==> src/rtl/cdb_arbiter_pkg.sv <==
// rtl/cdb_arbiter_pkg.sv - shared CDB packet types and functional-unit indices
package cdb_arbiter_pkg;

  localparam int ROB_LEN   = 32;
  localparam int CDB_XLEN  = 32;
  localparam int CDB_TAG_W = $clog2(ROB_LEN);

  localparam int FU_ALU  = 0;
  localparam int FU_MULT = 1;
  localparam int FU_LOAD = 2;
  localparam int FU_BR   = 3;
  localparam int NUM_FU  = 4;

  typedef struct packed {
    logic [CDB_TAG_W-1:0] tag;
    logic                 valid;
  } REG_TAG;

  // Broadcast consumed by ROB completion and RS/map-table wakeup
  typedef struct packed {
    REG_TAG              reg_tag;
    logic [CDB_XLEN-1:0] reg_value;
    logic                take_branch;
    logic                no_output;
  } CDB_PACKET;

  // Contents of one per-unit hold buffer
  typedef struct packed {
    logic [CDB_TAG_W-1:0] tag;
    logic [CDB_XLEN-1:0]  value;
    logic                 has_dest;
    logic                 take_branch;
  } CDB_REQ_PACKET;

  function automatic CDB_PACKET cdb_bubble();
    CDB_PACKET p;
    p           = '0;
    p.no_output = 1'b1;
    return p;
  endfunction

endpackage

==> src/rtl/cdb_arbiter_rr_arbiter.sv <==
// rtl/cdb_arbiter_rr_arbiter.sv - combinational round-robin one-hot grant
module rr_arbiter #(
  parameter int NUM_REQ = 4,
  localparam int PTR_W = (NUM_REQ > 1) ? $clog2(NUM_REQ) : 1
) (
  input  logic [NUM_REQ-1:0] i_req,
  input  logic [PTR_W-1:0]   i_rr_ptr,
  output logic [NUM_REQ-1:0] o_grant
);

  logic [PTR_W-1:0] w_idx;
  logic             w_found;

  // Scan from the pointer with wrap-around; the first requester wins
  always_comb begin
    o_grant = '0;
    w_found = 1'b0;
    w_idx   = '0;
    for (int k = 0; k < NUM_REQ; k++) begin
      w_idx = PTR_W'((int'(i_rr_ptr) + k) % NUM_REQ);
      if (!w_found && i_req[w_idx]) begin
        o_grant[w_idx] = 1'b1;
        w_found        = 1'b1;
      end
    end
  end

endmodule

==> src/rtl/cdb_arbiter.sv <==
// rtl/cdb_arbiter.sv - hold buffers plus round-robin arbitration onto the CDB
module cdb_arbiter
  import cdb_arbiter_pkg::*;
#(
  parameter int NUM_REQ = 4,
  parameter int XLEN    = CDB_XLEN,
  parameter int TAG_W   = CDB_TAG_W,
  localparam int PTR_W  = (NUM_REQ > 1) ? $clog2(NUM_REQ) : 1
) (
  input  logic                           clock,
  input  logic                           reset,
  input  logic                           stall,
  input  logic                           squash,
  input  logic [NUM_REQ-1:0]             req_valid,
  input  logic [NUM_REQ-1:0][TAG_W-1:0]  req_tag,
  input  logic [NUM_REQ-1:0][XLEN-1:0]   req_value,
  input  logic [NUM_REQ-1:0]             req_has_dest,
  input  logic [NUM_REQ-1:0]             req_take_branch,
  output logic [NUM_REQ-1:0]             req_ready,
  output CDB_PACKET                      cdb_packet_out,
  output logic [NUM_REQ-1:0]             grant_oh
);

  logic [NUM_REQ-1:0] r_occ;
  CDB_REQ_PACKET      r_buf [NUM_REQ];
  logic [PTR_W-1:0]   r_rr_ptr;

  logic [NUM_REQ-1:0] w_arb_req;
  logic [NUM_REQ-1:0] w_grant;
  logic [NUM_REQ-1:0] w_accept;
  logic [PTR_W-1:0]   w_winner;
  logic [PTR_W-1:0]   w_next_ptr;
  CDB_REQ_PACKET      w_win_buf;

  // Stall, squash and reset all suppress arbitration entirely
  assign w_arb_req = (reset || stall || squash) ? '0 : r_occ;

  rr_arbiter #(.NUM_REQ(NUM_REQ)) u_rr_arbiter (
    .i_req    (w_arb_req),
    .i_rr_ptr (r_rr_ptr),
    .o_grant  (w_grant)
  );

  assign grant_oh  = w_grant;
  // A granted buffer frees up in the same cycle, so it can be refilled without a bubble
  assign req_ready = (reset || squash) ? '0 : (~r_occ | w_grant);
  assign w_accept  = req_valid & req_ready;

  // Encode the one-hot grant and compute the pointer just past the winner
  always_comb begin
    w_winner = '0;
    for (int i = 0; i < NUM_REQ; i++) begin
      if (w_grant[i]) begin
        w_winner = PTR_W'(i);
      end
    end
    w_next_ptr = (w_winner == PTR_W'(NUM_REQ - 1)) ? '0 : w_winner + 1'b1;
    w_win_buf  = r_buf[w_winner];
  end

  // Hold buffers: load on accept, release on grant, flush on squash
  always_ff @(posedge clock) begin
    if (reset || squash) begin
      r_occ <= '0;
    end else begin
      for (int i = 0; i < NUM_REQ; i++) begin
        if (w_accept[i]) begin
          r_occ[i]               <= 1'b1;
          r_buf[i].tag           <= req_tag[i];
          r_buf[i].value         <= req_value[i];
          r_buf[i].has_dest      <= req_has_dest[i];
          r_buf[i].take_branch   <= req_take_branch[i];
        end else if (w_grant[i]) begin
          r_occ[i] <= 1'b0;
        end
      end
    end
  end

  // Registered broadcast and round-robin pointer update
  always_ff @(posedge clock) begin
    if (reset) begin
      r_rr_ptr       <= '0;
      cdb_packet_out <= cdb_bubble();
    end else if (|w_grant) begin
      r_rr_ptr                     <= w_next_ptr;
      cdb_packet_out.reg_tag.tag   <= w_win_buf.tag;
      cdb_packet_out.reg_tag.valid <= w_win_buf.has_dest;
      cdb_packet_out.reg_value     <= w_win_buf.value;
      cdb_packet_out.take_branch   <= w_win_buf.take_branch;
      cdb_packet_out.no_output     <= 1'b0;
    end else begin
      cdb_packet_out <= cdb_bubble();
    end
  end

endmodule

==> config.mk <==
export PLATFORM = sky130hd
export DESIGN_NAME = cdb_arbiter
export DESIGN_NICKNAME = d
export VERILOG_FILES = /design/src/rtl/cdb_arbiter_pkg.sv /design/src/rtl/cdb_arbiter_rr_arbiter.sv /design/src/rtl/cdb_arbiter.sv
export SDC_FILE = /design/constraint.sdc
export NUM_CORES = 1
export LEC_CHECK = 0
export ABC_CLOCK_PERIOD_IN_PS = 7800
export CAP_MARGIN = 10
export CORE_ASPECT_RATIO = 1.4
export CORE_MARGIN = 2
export CORE_UTILIZATION = 45
export DETAILED_ROUTE_END_ITERATION = 10
export PLACE_DENSITY_LB_ADDON = 0.25
export SLEW_MARGIN = 20
export SYNTH_ARGS = -nofsm -noshare
export SYNTH_HDL_FRONTEND = slang
export SYNTH_SLANG_ARGS = --single-unit
export TNS_END_PERCENT = 20
==> constraint.sdc <==
create_clock -name clock -period 7.8 [get_ports clock]
set_input_delay 0.78 -clock clock [delete_from_list [all_inputs] [get_ports clock]]
set_output_delay 0.78 -clock clock [all_outputs]
set_load 0.02 [all_outputs]
Yosys cells after proc, flatten, opt, wreduce, memory -nomap -nowiden:

Memory sizes are Yosys's and may differ from the RTL's. A register that Yosys moved wholly into a read port is not among the register bits.
Index checks and enable logic that the tools add are counted.

* $lt $le $gt $ge: 8
* mux-type cells: 50
* bitwise operators: 7
* $add $sub $neg: 4
* reductions and logical operators: 19
* eq/ne operators: 1

Operators with widths (count)
* 1-bit 2-to-1 mux: 33
* 4-bit 2-to-1 mux: 6
* 4-bit bitwise OR: 4
* 2-bit by 3-bit < comparator with 1-bit output, second input constant: 4
* 1-bit binary-select mux with 2-bit select: 4
* 1-bit demux with 2-bit select: 4
* 2-bit by 1-bit greater-or-equal comparator with 1-bit output, second input constant: 4
* 2-bit nonzero test: 4
* 1-bit logical AND: 7
* 2-bit 2-to-1 mux: 3
* 2-bit by 1-bit adder with 2-bit output, second input constant: 2
* 2-bit adder, second input constant: 2
* 4-bit bitwise AND: 1
* 4-bit NOT: 1
* 4-bit OR reduction: 1
* 1-bit logical NOT: 3
* 1-bit logical OR: 3
* 2-bit equality test, second input constant: 1
* 2-bit OR reduction: 1
* 1-bit NOT: 1

* input bits: 164
* memory bits (writable): 156
* word-level logic and storage cells: 96
* output and inout port bits: 48
* bits in registers: 7
* memories: 1

Memories
* r_buf: depth 4, bits a word 39, read ports 1, clocked after memory_dff 1, write ports 4, line cdb_arbiter.sv:25 `CDB_REQ_PACKET r_buf [NUM_REQ];`

Depth between registers and ports, before layout:

* word-level depth: 21
* depth in mapped cells: 13
* depth with buffers taken out: 9

Cells and area by module:

Synthesis repeated with hierarchy kept, for this count alone.

* cells, all modules: 456
* area total of the unflattened synthesis: 7893.8 µm²

By module, submodules not included
* cdb_arbiter: area an instance 7556.0 µm², cells each 420, seq. area each 5605.4 µm², times used 1
* rr_arbiter: area an instance 337.8 µm², cells each 36, seq. area each 0.0 µm², times used 1

Worst setup path after synthesis:

OpenSTA, ideal clock, no wires.

* kind: register to register
* start: register r_rr_ptr[0]
* end: memory r_buf[1][0] (netlist name) (enable)
* data arrival time: 3.923 ns
* path slack: 3.477 ns
* period minus slack after synthesis: 4.323 ns
* required time: 7.400 ns
* cell stages (with the launch flop): 11
* path buffers: 2
* library setup time: 0.400 ns
* cells stage by stage: dfxtp_1 > buf_2 > inv_1 > ha_1 > mux4_2 > nand2b_1 > a211oi_2 > a211oi_4 > buf_2 > a21oi_1 > and2_1

RTL lines
* start: declaration: line cdb_arbiter.sv:26 `logic [PTR_W-1:0] r_rr_ptr;`
* start signal: assignment: line cdb_arbiter.sv:86 `r_rr_ptr <= w_next_ptr;`
* end: declaration: line cdb_arbiter.sv:25

Worst setup path in the final report:

* start: register r_rr_ptr[0]
* end: output port grant_oh[3]

* longest elaborated chain between the ends: 12
* elaborated cells on any way between the ends: 47
* those cells by class: 3 x add/sub; 8 x order compare; 23 x mux; 3 x bitwise; 10 x reduce/logical

RTL lines
* branches (longest 11 deep; another with 2-bit by 3-bit < comparator with 1-bit output)
* 4-bit 2-to-1 mux *: line cdb_arbiter_rr_arbiter.sv:21 `if (!w_found && i_req[w_idx]) begin`
* end: declaration: line cdb_arbiter.sv:21 `output logic [NUM_REQ-1:0] grant_oh`

Every way passes the cells marked *. The select of a mux whose other input is x is not followed.

==> metrics.csv <==
metric,value,unit
rows,55,
layout-area-overhead-vs-synth,40.8,%
synth.ff_latch_count,202,
timing_max_transition_violations_final,0,
grt_first_pass_wirelength,26100,µm
tritoncts,done,
place.gp.congestion,0.828,
post-cts-setup-buffer-count,0,
cp.required,7020,ps
synthDistinctLibCells,40,
drt-wirelength-per-cell,20.6,µm
clk_path_buf_depth,3,
numClockSinks,202,
postSynth.asyncResetShare,0,%
globalRouteOverflowTotal,0,
grt_start_max_net_pins,45,
synth_area_leader_cell,edfxtp_1,
max_slew.worst_pin.slew,790,ps
worstSetupEndpointType,output pin,
syn-mean-instance-area,17.6,µm²
combPwrFrac,7.1,%
cp-start-kind,flop,
crit_chain,"inv_1, ha_1, mux4_2, nand2b_1, a211oi_2, a211oi_2, inv_2, clkdlybuf4s50_1",
synth_nets,588,
dpl.hpwl,11100,µm
start_util,45.7,%
post_synth_and_or_nand_nor_area_fraction,5.70,%
cts.reportedPaths.clkPinSlew,70,ps
insertedDiodeCount,0,
timing.setup.tns,0,ps
finalSetupViolCount,0,
yosys-mux-area-fraction,6.58,%
timing_hold_violations_final,0,
p_leak,3.62,nW
die_h,155,µm
drtIter0Drc,371,
number_of_optimization_iterations_in_the_first_detailed_route_pass,5,
synth_edf_count,156,
outcome,"finished, final reports clean",
critPathMaxFanout,43,
antenna_violating_nets_post_route,0,
hold_ws,465,ps
drv.max_cap_violation_count,0,
synthXorXnorAreaFrac,0,%
timing.critical_path.slowest_cell_delay,750,ps
drc_errors,0,
timing.critical_path.slowest_stage_cell,clkdlybuf4s50_1,
grt_use_total,19.7,%
synth_compound_area_share,8.27,%
proportion_of_synthesized_chip_area_in_sequential_cells,76.2,%
holdBufCountCts,0,
netlist_area,0.00736,mm²
multi_input_area,0.00162,mm²
power.share.clock,41.4,%
timing_worst_setup_path_type,flop to output pin,
num_vias,4460,
cts-root-buf,clkbuf_16,
power_density_of_the_placed_cells,226,mW/mm²
crit_buf_inv,3,
fmax,192,MHz
synth_largest_type_area_fraction,63.7,%
antenna_found_initial,0,
die_area,0.0174,mm²
adder_cell_share_of_the_synthesized_area,1.19,%
area.sequential,0.00561,mm²
wirelength,17400,µm
io_pins,212,
filler_cells,1205,
irDropWorstVdd,0.214,mV
critPathMostFrequentCell,a211oi_2,
timing.clock.skew,6.02,ps
p_int,1.88,mW
ys.flop_type,edfxtp_1,
largest_family_of_logic_cells_by_synthesized_area,compound AO/OA/AOI/OAI gates,
routed_via_density,5.28,
ys_top_cells_by_area,"edfxtp_1 64%, dfxtp_1 13%, a221o_1 5.3%, and2_1 3.7%, mux2_2 3.4%",
data_arrival_time_of_the_critical_path,4430,ps
period_share,66.7,%
power.switching,460,µW
finalCoreUtilization,64.3,%
clk_latency,480,ps
cts-buffers-inserted,20,
sequentialPowerShare,51.6,%
synth_warnings,0,
h-tree-depth,1,
nNetsFinal,802,
netlist_instances,417,
layout-drive-gt1-share,11.3,%
core_area,0.0161,mm²
timing.critical_path.max_delay_family,buffers and inverters,
rsz0062_at_grt,false,
netSwitchingFraction,19.7,%
worst_min_delay_path_class,flop to flop,
cts_repair_resize_count,0,
die_w,112,µm
placement.io_buffers,211,
maxSlewHeadroom,47.3,%
first_global_vias,4863,
synth_common_cells,"156 x edfxtp_1, 46 x dfxtp_1, 44 x and2_1, 39 x a221o_1, 22 x mux2_2",
synth.most_common_cell,edfxtp_1,
timing.final.crit_period,5210,ps
-- metrics by stage --
step / setup slack [ps] / instance area [µm²] / total power, mW / cells
after global routing: 2320 / 10400 / 2.41 / 844
after detailed placement: 3100 / 9640 / 1.39 / 806
final: 2590 / 10400 / 2.34 / 844
after global placement: 3280 / 9630 / 1.39 / 806
after CTS: 2560 / 10300 / 2.35 / 842
after floorplan: 3480 / 7360 / 1.28 / 417
-- registers in the layout, indices dropped and copies added (netlist names) --
register	flops
r_buf	156
r_occ	4
cdb_packet_out	40
r_rr_ptr	2
-- cells by family after synthesis --
family / Yosys count
fa+ha+maj: 7
mux: 41
compound gates: 66
flops: 202
buf+inv: 32
simple gates: 69
-- placed cells by master (no fill, tap or decap), drive strengths merged, types with 2 or more instances in the layout --
cell type | Yosys | final
ha | 7 | 7
clkinvlp | 0 | 2
nor2 | 7 | 7
buf | 17 | 4
o21ai | 2 | 2
bufinv | 0 | 2
a211oi | 6 | 6
mux4 | 2 | 2
and2 | 44 | 44
mux2 | 39 | 39
dfxtp | 46 | 46
a22o | 3 | 3
nor3b | 4 | 4
a21oi | 9 | 9
nand2b | 2 | 2
clkdlybuf4s50 | 0 | 211
inv | 9 | 9
nor3 | 2 | 2
a221o | 39 | 39
clkinv | 0 | 7
clkbuf | 6 | 25
edfxtp | 156 | 156
nand2 | 2 | 2
-- final cells by class --
class                   count  area share (%)
flip-flops and latches    202            54.1
repair buffers            215            21.0
multi-input cells         183            15.7
clock buffers              25            5.42
well taps                 199            2.40
clock inverters            11            1.05
inverters                   9           0.326
-- path summary, 6_finish.rpt --
check	from	end	slack, ps	cells past startpoint
max	r_rr_ptr[0]	grant_oh[3]	2590	8
min	r_buf[2][26]	cdb_packet_out[26]	460	1
max reg2reg	r_rr_ptr[0]	cdb_packet_out[4]	3580	10
min reg2reg	r_buf[2][26]	cdb_packet_out[26]	460	1
-- power groups by stage --
stage                     sequential (mW)  clock [mW]  combinational (mW)
final                                1.20       0.967               0.165
after global routing                 1.21        1.03               0.175
after CTS                            1.21       0.984               0.165
after detailed placement             1.23           0               0.165
after global placement               1.23           0               0.161
after floorplan                      1.23           0              0.0432
-- per-layer routing --
| layer | global-route usage [%] | share of wire, % | up-vias |
|---|---|---|---|
| met3 | 3.54 | 6.4 | 59 |
| met2 | 36.0 | 53 | 212 |
| li1 | - | - | 2048 |
| met5 | 0 | 0 | - |
| met1 | 21.7 | 35 | 2141 |
| met4 | 10.3 | 5.3 | 0 |
Power figures use the tool's default switching activity.
